<file path="src/rtl/spi_pkg.sv">
// Shared SPI slave definitions: FSM state type and {CPOL,CPHA} mode encodings.
// Latency: n/a (declarations only).
// Backpressure: n/a (declarations only).
package spi_pkg;

  // Frame state: IDLE while chip select is high, ACTIVE while it is low.
  typedef enum logic {
    IDLE   = 1'b0,
    ACTIVE = 1'b1
  } state_e;

  // SPI modes encoded as {CPOL, CPHA}.
  localparam logic [1:0] MODE0 = 2'b00;
  localparam logic [1:0] MODE1 = 2'b01;
  localparam logic [1:0] MODE2 = 2'b10;
  localparam logic [1:0] MODE3 = 2'b11;

  // Modes with CPHA=1 sample mosi on the trailing sclk edge.
  function automatic logic samples_on_trailing(input logic [1:0] mode);
    return (mode == MODE1) || (mode == MODE3);
  endfunction

endpackage

</file>
<file path="src/rtl/spi_sync2.sv">
// Two-flop synchroniser for one asynchronous input bit, with a reset level.
// Latency: 2 clk cycles from d_i to q_o.
// Backpressure: none; samples every clk.
//
// Ports:
//   clk  - system clock (rising edge)
//   rst  - synchronous active-low reset; both flops load RST_VAL
//   d_i  - asynchronous input
//   q_o  - synchronised output
module spi_sync2 #(
  parameter logic RST_VAL = 1'b0
) (
  input  logic clk,
  input  logic rst,
  input  logic d_i,
  output logic q_o
);

  logic [1:0] ff_q;

  always_ff @(posedge clk) begin
    if (!rst) begin
      ff_q <= {2{RST_VAL}};
    end else begin
      ff_q <= {ff_q[0], d_i};
    end
  end

  assign q_o = ff_q[1];

endmodule

</file>
<file path="src/rtl/spi_slave_cfg.sv">
// Configurable SPI slave (mode, word width, bit order) with TX holding register.
// Latency: 3 clk from sclk/cs pins to internal action; rx_valid 1 clk after the last sample edge.
// Backpressure: none on SPI; tx_load accepted only while tx_ready is high (or at a word-start load).
//
// Ports:
//   clk, rst          - system clock, synchronous active-low reset
//   sclk, cs, mosi    - asynchronous SPI inputs (cs active-low)
//   miso              - registered serial output, 0 while idle
//   tx_data, tx_load  - next word to transmit and its write strobe
//   tx_ready          - TX holding register empty
//   rx_data, rx_valid - last complete received word and its one-cycle update pulse
//   busy              - frame in progress (FSM ACTIVE)
//   underrun          - pulse: a word began with the holding register empty
//   abort             - pulse: cs rose with a partial word in flight
module spi_slave_cfg
  import spi_pkg::*;
#(
  parameter int unsigned WIDTH     = 8,
  parameter bit          CPOL      = 1'b0,
  parameter bit          CPHA      = 1'b0,
  parameter bit          MSB_FIRST = 1'b1
) (
  input  logic             clk,
  input  logic             rst,
  input  logic             sclk,
  input  logic             cs,
  input  logic             mosi,
  output logic             miso,
  input  logic [WIDTH-1:0] tx_data,
  input  logic             tx_load,
  output logic             tx_ready,
  output logic [WIDTH-1:0] rx_data,
  output logic             rx_valid,
  output logic             busy,
  output logic             underrun,
  output logic             abort
);

  localparam int unsigned     CNT_W        = (WIDTH > 2) ? $clog2(WIDTH) : 1;
  localparam logic [CNT_W-1:0] CNT_LAST    = CNT_W'(WIDTH - 1);
  localparam logic [1:0]       MODE        = {CPOL, CPHA};
  localparam logic             SAMPLE_TRAIL = samples_on_trailing(MODE);

  // ---------------------------------------------------------------------------
  // Input synchronisers (reset to idle bus levels)
  // ---------------------------------------------------------------------------
  logic sclk_s;
  logic cs_s;
  logic mosi_s;

  spi_sync2 #(.RST_VAL(CPOL)) u_sync_sclk (
    .clk (clk),
    .rst (rst),
    .d_i (sclk),
    .q_o (sclk_s)
  );

  spi_sync2 #(.RST_VAL(1'b1)) u_sync_cs (
    .clk (clk),
    .rst (rst),
    .d_i (cs),
    .q_o (cs_s)
  );

  spi_sync2 #(.RST_VAL(1'b0)) u_sync_mosi (
    .clk (clk),
    .rst (rst),
    .d_i (mosi),
    .q_o (mosi_s)
  );

  // ---------------------------------------------------------------------------
  // State
  // ---------------------------------------------------------------------------
  state_e           state_q;
  logic             sclk_prev_q;
  logic             cs_prev_q;
  logic [1:0]       settle_q;    // counts clk after reset until the cs synchroniser holds real samples
  logic             armed_q;     // a genuine cs-high has been seen since reset
  logic [CNT_W-1:0] cnt_q;
  logic [WIDTH-1:0] rx_shift_q;
  logic [WIDTH-1:0] tx_shift_q;
  logic [WIDTH-1:0] hold_q;
  logic             tx_ready_q;
  logic [WIDTH-1:0] rx_data_q;
  logic             rx_valid_q;
  logic             underrun_q;
  logic             abort_q;
  logic             und_pend_q;  // continuation word was loaded empty; report when its first bit is clocked
  logic             miso_q;

  // ---------------------------------------------------------------------------
  // Edge detection and next-value helpers
  // ---------------------------------------------------------------------------
  logic             lead_edge;
  logic             trail_edge;
  logic             sample_edge;
  logic             shift_edge;
  logic             cs_fall;
  logic             cs_rise;
  logic             word_end;
  logic             word_start;
  logic [WIDTH-1:0] rx_shift_d;
  logic [WIDTH-1:0] load_d;

  function automatic logic tx_first(input logic [WIDTH-1:0] v);
    return MSB_FIRST ? v[WIDTH-1] : v[0];
  endfunction

  function automatic logic [WIDTH-1:0] tx_rest(input logic [WIDTH-1:0] v);
    return MSB_FIRST ? (v << 1) : (v >> 1);
  endfunction

  always_comb begin
    lead_edge   = (sclk_s != CPOL) && (sclk_prev_q == CPOL);
    trail_edge  = (sclk_s == CPOL) && (sclk_prev_q != CPOL);
    sample_edge = SAMPLE_TRAIL ? trail_edge : lead_edge;
    shift_edge  = SAMPLE_TRAIL ? lead_edge  : trail_edge;

    // A fall is only trusted once cs has been seen high after reset, so a
    // master already holding cs low cannot start a frame mid-stream.
    cs_fall = armed_q && cs_prev_q && !cs_s;
    cs_rise = !cs_prev_q && cs_s;

    word_end   = (state_q == ACTIVE) && !cs_rise && sample_edge && (cnt_q == CNT_LAST);
    word_start = ((state_q == IDLE) && cs_fall) || word_end;

    if (MSB_FIRST) begin
      rx_shift_d = {rx_shift_q[WIDTH-2:0], mosi_s};
    end else begin
      rx_shift_d = {mosi_s, rx_shift_q[WIDTH-1:1]};
    end

    // An empty holding register transmits zeros.
    load_d = tx_ready_q ? '0 : hold_q;
  end

  // ---------------------------------------------------------------------------
  // FSM, datapath and registered outputs
  // ---------------------------------------------------------------------------
  always_ff @(posedge clk) begin
    if (!rst) begin
      state_q     <= IDLE;
      sclk_prev_q <= CPOL;
      cs_prev_q   <= 1'b1;
      settle_q    <= 2'd0;
      armed_q     <= 1'b0;
      cnt_q       <= '0;
      rx_shift_q  <= '0;
      tx_shift_q  <= '0;
      hold_q      <= '0;
      tx_ready_q  <= 1'b1;
      rx_data_q   <= '0;
      rx_valid_q  <= 1'b0;
      underrun_q  <= 1'b0;
      abort_q     <= 1'b0;
      und_pend_q  <= 1'b0;
      miso_q      <= 1'b0;
    end else begin
      rx_valid_q  <= 1'b0;
      underrun_q  <= 1'b0;
      abort_q     <= 1'b0;
      sclk_prev_q <= sclk_s;
      cs_prev_q   <= cs_s;

      if (settle_q != 2'd2) begin
        settle_q <= settle_q + 2'd1;
      end
      if ((settle_q == 2'd2) && cs_s) begin
        armed_q <= 1'b1;
      end

      // Holding register: a load coinciding with a word start still captures,
      // because the shift register takes the old value in the same cycle.
      if (tx_load && (tx_ready_q || word_start)) begin
        hold_q     <= tx_data;
        tx_ready_q <= 1'b0;
      end else if (word_start) begin
        tx_ready_q <= 1'b1;
      end

      case (state_q)
        IDLE: begin
          miso_q <= 1'b0;
          if (cs_fall) begin
            state_q    <= ACTIVE;
            cnt_q      <= '0;
            und_pend_q <= 1'b0;
            underrun_q <= tx_ready_q;
            if (SAMPLE_TRAIL) begin
              // First bit goes out on the first leading edge.
              tx_shift_q <= load_d;
            end else begin
              // First bit must be on the wire before the first leading edge.
              miso_q     <= tx_first(load_d);
              tx_shift_q <= tx_rest(load_d);
            end
          end
        end

        ACTIVE: begin
          if (cs_rise) begin
            state_q    <= IDLE;
            miso_q     <= 1'b0;
            abort_q    <= (cnt_q != '0);
            cnt_q      <= '0;
            und_pend_q <= 1'b0;
          end else if (sample_edge) begin
            rx_shift_q <= rx_shift_d;
            if (und_pend_q) begin
              underrun_q <= 1'b1;
              und_pend_q <= 1'b0;
            end
            if (cnt_q == CNT_LAST) begin
              cnt_q      <= '0;
              rx_data_q  <= rx_shift_d;
              rx_valid_q <= 1'b1;
              // The next word's first bit leaves on the following shift edge
              // in both phases, so the full word is loaded unshifted.
              tx_shift_q <= load_d;
              und_pend_q <= tx_ready_q;
            end else begin
              cnt_q <= cnt_q + 1'b1;
            end
          end else if (shift_edge) begin
            miso_q     <= tx_first(tx_shift_q);
            tx_shift_q <= tx_rest(tx_shift_q);
          end
        end

        default: state_q <= IDLE;
      endcase
    end
  end

  assign miso     = miso_q;
  assign tx_ready = tx_ready_q;
  assign rx_data  = rx_data_q;
  assign rx_valid = rx_valid_q;
  assign busy     = (state_q == ACTIVE);
  assign underrun = underrun_q;
  assign abort    = abort_q;

endmodule

</file>
<file path="config.mk">
export PLATFORM = sky130hd
export DESIGN_NAME = spi_slave_cfg
export DESIGN_NICKNAME = d
export VERILOG_FILES = /design/src/rtl/spi_pkg.sv /design/src/rtl/spi_sync2.sv /design/src/rtl/spi_slave_cfg.sv
export SDC_FILE = /design/constraint.sdc
export NUM_CORES = 1
export LEC_CHECK = 0
export ABC_CLOCK_PERIOD_IN_PS = 2900
export BUFFER_PORTS_ARGS = -buffer_cell sky130_fd_sc_hd__buf_4
export CORE_MARGIN = 2
export CORE_UTILIZATION = 50
export DETAILED_ROUTE_END_ITERATION = 8
export PLACE_DENSITY = 0.7
export SLEW_MARGIN = 30
export SYNTH_ARGS = -nofsm -noshare
export SYNTH_HDL_FRONTEND = slang
export SYNTH_SLANG_ARGS = --single-unit
export TNS_END_PERCENT = 1
</file>
<file path="constraint.sdc">
create_clock -name clk -period 2.9 [get_ports clk]
set_clock_uncertainty 0.2 [all_clocks]
set_input_delay 0.29 -clock clk [delete_from_list [all_inputs] [get_ports clk]]
set_output_delay 0.29 -clock clk [all_outputs]
set_load 0.05 [all_outputs]
</file>
======== Word level (Yosys, flattened, before mapping) ========
Index checks and enable logic that the tools add are counted.
storage, ports and cells
  bits in writable memories ............... 0
  bits of input ports ..................... 14
  bits in latches ......................... 0
  memories kept ........................... 0
  bits in registers ....................... 52
  logic and storage cells ................. 95
  ROM bits ................................ 0
cells by class
  divide/modulo/power cells ............... 0
  bitwise logic cells ..................... 6
  add/sub/neg operators ................... 2
  $mul .................................... 0
  equal/unequal tests ..................... 10
  order comparisons ....................... 0
  reduce and logical (&&, ||, !) cells .... 25
  shift operators ......................... 0
  muxes and demuxes ....................... 33
operators with widths
  cell                                                                     count
  8-bit 2-to-1 mux                                                         6
  1-bit 2-to-1 mux                                                         17
  8-bit case mux with 2 select lines                                       1
  3-bit 2-to-1 mux                                                         4
  1-bit logical AND                                                        11
  3-bit by 1-bit inequality test with 1-bit output, second input constant  3
  1-bit case mux with 2 select lines                                       4
  4-bit AND reduction                                                      2
  2-bit inequality test, second input constant                             3
  3-bit by 2-bit inequality test with 1-bit output, second input constant  2
  1-bit NOT                                                                6
  3-bit case mux with 2 select lines                                       1
  3-bit AND reduction                                                      2
  2-bit AND reduction                                                      2
  4-bit OR reduction                                                       1
  3-bit by 1-bit adder with 3-bit output, second input constant            1
  3-bit == test, second input constant                                     1
  1-bit logical NOT                                                        3
  3-bit nonzero test                                                       1
  2-bit by 1-bit adder with 2-bit output, second input constant            1
  2-bit == test, second input constant                                     1
  1-bit logical OR                                                         2
  2-bit nonzero test                                                       1

======== Longest topological paths before layout ========
Gate-level depths: netlist of the first run.
  depth in word-level cells ............... 10
  depth in mapped cells ................... 7
  gate-level depth less buffers ........... 6

======== Cells and area by module ========
From an unflattened synthesis of the first run, not the netlist that was laid out.
unflattened totals
  cell total of the unflattened synthesis .. 240
  area, all modules ....................... 2170.8 um2
modules (own cells, without submodules)
  module         sequential area each (um2)  area each (um2)  times used  cells each
  spi_slave_cfg  920.9                       2013.2           1           228
  spi_sync2      40.0                        52.6             3           4

======== Worst setup path after synthesis of the first run ========
Ideal clock, no wire load.
  kind .................................... register to register
  from .................................... reg cnt_q[0]
  to ...................................... reg tx_shift_q[1]
  stages on the path, launching flop included .. 8
  data arrival time ....................... 1.629 ns
  slack ................................... 0.952 ns
  path buffers ............................ 1
  cell sequence ........................... dfxtp_1 -> ha_1 -> ha_1 -> nand3b_1 -> nand3_2 -> and2_1 -> buf_2 -> o221a_1
on the way
  word-level cells in the longest chain between the ends .. 3
ends and longest elaborated chain
  item                                                        RTL line              text
  start, declared                                             spi_slave_cfg.sv:80   logic [CNT_W-1:0] cnt_q;
  start signal, assigned                                      spi_slave_cfg.sv:223  cnt_q <= cnt_q + 1'b1;
  3-bit == test                                               spi_slave_cfg.sv:214  if (cnt_q == CNT_LAST) begin
  3-bit by 2-bit inequality test with 1-bit output (no line)  -
  4-bit AND reduction (no line)                               -
  end signal, assigned                                        spi_slave_cfg.sv:196  tx_shift_q <= tx_rest(load_d);
  end signal, assigned                                        spi_slave_cfg.sv:220  tx_shift_q <= load_d;
  end signal, assigned                                        spi_slave_cfg.sv:227  tx_shift_q <= tx_rest(tx_shift_q);
  end, declared                                               spi_slave_cfg.sv:82   logic [WIDTH-1:0] tx_shift_q;
Every way passes these cells.
A chain may end at the register's enable or synchronous reset.

======== Worst setup path after layout of the first run ========
  from .................................... reg cnt_q[0]
  to ...................................... reg hold_q[7]
on the way
  word-level cells in the longest chain between the ends .. 5
ends and longest elaborated chain
  item                  RTL line              text
  3-bit == test         spi_slave_cfg.sv:125  word_end = (state_q == ACTIVE) && !cs_rise && sample_edge && (cnt_q == CNT_LAST);
  1-bit logical AND     spi_slave_cfg.sv:125
  1-bit logical OR      spi_slave_cfg.sv:126  word_start = ((state_q == IDLE) && cs_fall) || word_end;
  1-bit logical OR      spi_slave_cfg.sv:175  if (tx_load && (tx_ready_q || word_start)) begin
  1-bit logical AND     spi_slave_cfg.sv:175
  end signal, assigned  spi_slave_cfg.sv:176  hold_q <= tx_data;
  end, declared         spi_slave_cfg.sv:83   logic [WIDTH-1:0] hold_q;
Every way passes these cells.

==> out/qor.yml, run 1 <==
rsz0062_at_grt: "no"
relSlewSlack_pct: 54.4
required_ps: 2940
drt_iter0_drc: 131
p_int_uw: 1090
syn_nets: 257
syn_inst: 239
cts_resized: 0
numPortBuffers: 27
grt_max_degree: 36
grt_pass1_wl_um: 7000
cts_tree: "done"
p_per_area_nw_per_um2: 562
synth_edf_count: 0
grt_usage_pct: 17.8
swShare_pct: 24.6
die_h_um: 70.3
place_area_um2: 2420
stdcell_count: 316
p_seq_share_pct: 54.1
slew_violations: 0
cap_viol_max_count: 0
viasPerCell: 5.34
switching_power_uw: 355
synth_cell_types: 40
yosys-top-cells-area: "dfxtp_1, nand2_1, mux2i_1"
finalWirelength_um: 4050
stdcell_area_um2: 2560
synth_warnings: 0
coreArea_um2: 4290
synthesis.area_um2: 2200
drive_above_1_share_pct: 16.7
clockRootBuffer: "clkbuf_8"
ant_nets: 0
grt_overflow: 0
finalCritPeriodShare_pct: 72.2
vias: 1686
syn_area_per_cell_um2: 9.20
p_clk_share_pct: 35.0
area_growth_pct: 16.5
gp_congestion: 0.783
drc: 0
ys.flop_type: "dfxtp_1"
synth_seq_cells: 52
place_inst: 305
synth_top_area_share_pct: 47.3
hold_slack_ps: 20.9
startpoint_type: "flop"
yosysTopAreaCell: "dfxtp_1"
cts_sinks: 52
floorplan.die_area_um2: 4950
status: "complete, no violations"
hold_viol: 0
worstSetupPathType: "flop to flop"
yosysSeqAreaShare_pct: 47.3
antenna_cells: 0
combPwrFrac_pct: 10.9
avgRoutedWirePerCell_um: 12.8
tns_ps: 0
finalCriticalPeriod_ps: 2090
min_path_type: "input pin to flop"
antenna_found_initial: 0
yosys-top-cells-count: "dfxtp_1, nand2_1, a21oi_1, mux2i_1, nor2_1"
grt_pass1_vias: 1486
h-tree-depth: 2
first_pass_iters: 4
die_w_um: 70.3
peakVddDrop_mv: 0.447
fmax_mhz: 477
clk_pin_slew_ps: 100
start_util_pct: 51.2
p_leak_uw: 0.000987
fp-row-count: 24
clk_latency_ps: 310
p_total_uw: 1440
crit_arrival_ps: 2130
numCtsBuffers: 5
yosysMostFrequentCell: "dfxtp_1"
clock_tree.buffer_depth: 2
dp_hpwl_um: 2750
cp_max_fo: 10
final-setup-viol-count: 0
nets: 281
pin_count: 28
tightest_slew_ps: 684
end_kind: "flop"
synth_async_sr_flop_share_pct: 0
repair_timing:
item                                   CTS  global route
endpoints found under the hold margin    3             0
buffers inserted                         0             0
hold buffers                             3             0
state kept, by name, indices dropped and copies added, names as in the netlist:
register / cells
rx_valid: 1
busy: 1
rx_data: 8
u_sync_sclk.ff_q: 2
tx_shift_q: 8
hold_q: 8
u_sync_cs.ff_q: 2
rx_shift_q: 7
underrun: 1
cnt_q: 3
armed_q: 1
u_sync_mosi.ff_q: 2
cs_prev_q: 1
und_pend_q: 1
settle_q: 2
tx_ready: 1
miso: 1
sclk_prev_q: 1
abort: 1
cell families after synthesis:
kind of cell / count (synthesis) / synth area share, %
buffers and inverters: 23 / 4.49
AO/OA/AOI/OAI: 46 / 16.0
adder cells (fa/ha/maj): 4 / 2.28
XOR/XNOR: 1 / 0.398
flip-flops: 52 / 47.3
AND/OR/NAND/NOR: 98 / 22.7
multiplexers: 15 / 6.83
power by group through the flow:
| stage | registers, uW | logic [uW] | clock network [uW] |
|---|---|---|---|
| after floorplan | 794 | 116 | 0 |
| after global placement | 795 | 151 | 0 |
| after detailed placement | 795 | 155 | 0 |
| after CTS | 780 | 159 | 515 |
| after global routing | 786 | 180 | 546 |
| final | 779 | 157 | 505 |
layout make-up:
cell class / instances / area [um^2]
flip-flops and latches: 52 / 1040
inverters: 7 / 26.3
repair buffers: 33 / 255
fillers: 388 / 1730
clock inverters: 3 / 46.3
multi-input cells: 164 / 1060
well taps: 52 / 65.1
clock buffers: 5 / 68.8
layout by cell type (no fill, tap or decap), types with 2 or more instances in the layout:
| cell type | netlist | routed |
|---|---|---|
| a21oi_1 | 15 | 15 |
| a2bb2oi_1 | 7 | 7 |
| and2_1 | 7 | 7 |
| and3_1 | 7 | 7 |
| buf_4 | 0 | 30 |
| clkbuf_8 | 0 | 5 |
| dfxtp_1 | 52 | 52 |
| dlygate4sd3_1 | 0 | 3 |
| ha_1 | 4 | 4 |
| inv_1 | 5 | 5 |
| mux2i_1 | 15 | 15 |
| nand2_1 | 42 | 42 |
| nand2b_1 | 6 | 6 |
| nand3_1 | 4 | 4 |
| nand3b_1 | 3 | 3 |
| nand4b_1 | 2 | 2 |
| nor2_1 | 15 | 15 |
| nor3_4 | 2 | 2 |
| nor4_1 | 3 | 3 |
| o211ai_1 | 8 | 8 |
| o21ai_1 | 2 | 2 |
| o221a_1 | 7 | 7 |
worst max-delay path: stages, from the launching register on:
cell	delay (ps)
dfxtp_1	340
ha_1	200
ha_1	220
nand3b_1	190
nor3_4	110
o31ai_4	490
mux2i_1	260
layer usage:
layer	routed length (um)	up-vias	global-route usage, %
met5	0	-	0
met3	150	6	5.34
met4	60	0	5.77
li1	-	883	-
met2	1750	28	25.3
met1	2090	769	25.7
per-stage QoR:
step,utilization (%),setup WS (ps)
after floorplan,-,952
after global placement,56.3,907
after detailed placement,56.3,841
after CTS,59.7,797
after global routing,59.7,652
final,59.7,805
final timing paths:
check | slack (ps) | startpoint | end | depth (start not counted)
worst max-delay path | 810 | cnt_q[0] | hold_q[7] | 6
worst min-delay path | 20 | tx_load | tx_ready | 2
worst max register to register | 810 | cnt_q[0] | hold_q[7] | 6
worst min register to register | 220 | u_sync_cs.ff_q[0] | u_sync_cs.ff_q[1] | 1
Power figures use the tool's default switching activity.
==> run 2: changes to the inputs <==
--- a/config.mk
+++ b/config.mk
@@ -5,12 +5,12 @@
 export SDC_FILE = /design/constraint.sdc
 export NUM_CORES = 1
 export LEC_CHECK = 0
-export ABC_CLOCK_PERIOD_IN_PS = 2900
+export ABC_CLOCK_PERIOD_IN_PS = 1700
 export BUFFER_PORTS_ARGS = -buffer_cell sky130_fd_sc_hd__buf_4
 export CORE_MARGIN = 2
 export CORE_UTILIZATION = 50
 export DETAILED_ROUTE_END_ITERATION = 8
-export PLACE_DENSITY = 0.7
+export PLACE_DENSITY = 0.73
 export SLEW_MARGIN = 30
 export SYNTH_ARGS = -nofsm -noshare
 export SYNTH_HDL_FRONTEND = slang
==> constraint.sdc (replaced) <==
create_clock -name clk -period 1.7 [get_ports clk]
set_clock_uncertainty 0.2 [all_clocks]
set_input_delay 0.17 -clock clk [delete_from_list [all_inputs] [get_ports clk]]
set_output_delay 0.17 -clock clk [all_outputs]
set_load 0.05 [all_outputs]
==> out/qor.yml, run 2 (same netlist as run 1, synthesis figures left out) <==
h-tree-depth: 2  # unchanged
drt_iter0_drc: 108  # -18%
fin_ws_ps: -71.2  # -877 ps
rsz0062_at_grt: "yes"
ant_nets: 0  # unchanged
p_seq_share_pct: 57.7  # +3.6 points
first_pass_iters: 4  # unchanged
avgRoutedWirePerCell_um: 13.0  # +1.7%
required_ps: 1730  # -1210 ps
swShare_pct: 25.2  # +0.59 points
grt_pass1_vias: 1670  # +12%
viasPerCell: 5.25  # -1.6%
hold_viol: 0  # unchanged
fmax_mhz: 565  # +18%
startpoint_type: "flop"
fp-row-count: 24  # unchanged
cap_viol_max_count: 0  # unchanged
tightest_slew_ps: 356  # -328 ps
min_path_type: "flop to flop"
mostFrequentLayoutCells: "dfxtp_1, buf_4, nand2_1"
cts_sinks: 52  # unchanged
coreArea_um2: 4290  # unchanged
antenna_found_initial: 0  # unchanged
slowest_delay_ps: 340  # -150 ps
worstSetupPathType: "flop to flop"
combPwrFrac_pct: 14.0  # +3.1 points
p_clk_share_pct: 28.3  # -6.7 points
layout_commonest_cell: "dfxtp_1"
finalCritPeriodShare_pct: 104  # +32 points
start_util_pct: 51.2  # unchanged
vias: 1796  # +6.5%
slew_violations: 0  # unchanged
gp_congestion: 0.799  # +2.0%
floorplan.die_area_um2: 4950  # unchanged
final-setup-viol-count: 21  # +21
cts_tree: "done"
cp_max_fo: 8  # -2
p_int_uw: 1730  # +59%
switching_power_uw: 583  # +64%
crit_path_top_delay_cell: "dfxtp_2"
status: "finished with violations"
n_fill_cell: 359  # -7.5%
crit_arrival_ps: 1810  # -320 ps
crit_path_frequent_cell: "ha_4"
clk_pin_slew_ps: 80  # -20 ps
relSlewSlack_pct: 75.7  # +21 points
die_w_um: 70.3  # unchanged
grt_usage_pct: 18.9  # +1.1 points
area_growth_pct: 28.0
end_kind: "flop"
pre_cts_ws_ps: -99.2  # -940 ps
antenna_cells: 0  # unchanged
finalCriticalPeriod_ps: 1770  # -323 ps
place_inst: 320  # +4.9%
numCtsBuffers: 5  # unchanged
clk_latency_ps: 300  # about the same
die_h_um: 70.3  # unchanged
dp_hpwl_um: 3030  # +10%
stdcell_count: 342  # +8.2%
grt_overflow: 0  # unchanged
p_per_area_nw_per_um2: 821  # +46%
clockRootBuffer: "clkbuf_8"
grt_pass1_wl_um: 7500  # +7.1%
crit_path_cell_trace: "ha_4, ha_4, nand3b_1, nor3_4, o31ai_4, buf_12, mux2i_1"
finalWirelength_um: 4460  # +10%
pin_count: 28  # unchanged
final_core_util_pct: 65.6  # +5.9 points
numPortBuffers: 27  # unchanged
p_total_uw: 2310  # +60%
nets: 308  # +9.6%
drive_above_1_share_pct: 22.8  # +6.1 points
grt_max_degree: 27  # -25%
peakVddDrop_mv: 0.544  # +22%
clock_tree.buffer_depth: 2  # unchanged
p_leak_uw: 0.00110  # +12%
violations: "negative setup slack"
drc: 0  # unchanged
## run 2: layout make-up
| class | count | area (um^2) | share of cell area [%] |
|---|---|---|---|
| repair buffers | 60 | 504 | 17.9 |
| clock buffers | 6 | 72.6 | 2.58 |
| multi-input cells | 164 | 1100 | 38.9 |
| clock inverters | 1 | 5.00 | 0.178 |
| inverters | 7 | 26.3 | 0.933 |
| well taps | 52 | 65.1 | 2.31 |
| flip-flops and latches | 52 | 1050 | 37.2 |
## run 2: critical path, delay by kind of cell, from the launching register on
family / cells / cell delay, ps
AOI/OAI and AO/OA: 1 / 230
adders and majority gates: 2 / 320
buffers and inverters: 1 / 170
DFF: 1 / 340
muxes: 1 / 180
and+or+nand+nor: 2 / 260
## run 2: per-stage QoR
stage	setup TNS (ps)	hold WS, ps	area (um^2)
after CTS	-875	216	2810
after global routing	-3160	264	2820
after floorplan	-1570	71.5	2240
after global placement	-582	151	2570
final	-949	214	2820
after detailed placement	-1040	157	2570
## run 2: per-layer routing
metal / track usage (%) / wire length (um) / up-vias
li1: - / - / 933
met1: 26.5 / 2300 / 822
met2: 28.5 / 1950 / 36
met3: 3.61 / 148 / 5
met4: 7.69 / 63 / 0
met5: 0 / 0 / -
## run 2: worst paths after layout
path / from / slack [ps] / endpoint / depth (start not counted)
hold reg to reg: u_sync_cs.ff_q[0] / 210 / u_sync_cs.ff_q[1] / 1
hold / removal: u_sync_cs.ff_q[0] / 210 / u_sync_cs.ff_q[1] / 1
setup / recovery: cnt_q[1] / -70 / hold_q[4] / 7
setup reg to reg: cnt_q[1] / -70 / hold_q[4] / 7
## run 2: power groups by stage
stage	clock network (uW)	logic, uW	registers, uW
final	655	323	1330
after global routing	712	355	1340
after CTS	669	323	1330
after detailed placement	0	295	1360
after global placement	0	279	1360
after floorplan	0	201	1360
## run 2: repair_timing
item | in CTS | in global routing
buffers inserted | 0 | 0
pin swaps | 3 | 1
endpoints found under the hold margin | 18 | 0
setup endpoints to repair | 25 | 31
gates resized for setup | 1 | 3
hold buffers | 15 | 0
gates cloned | 0 | 0
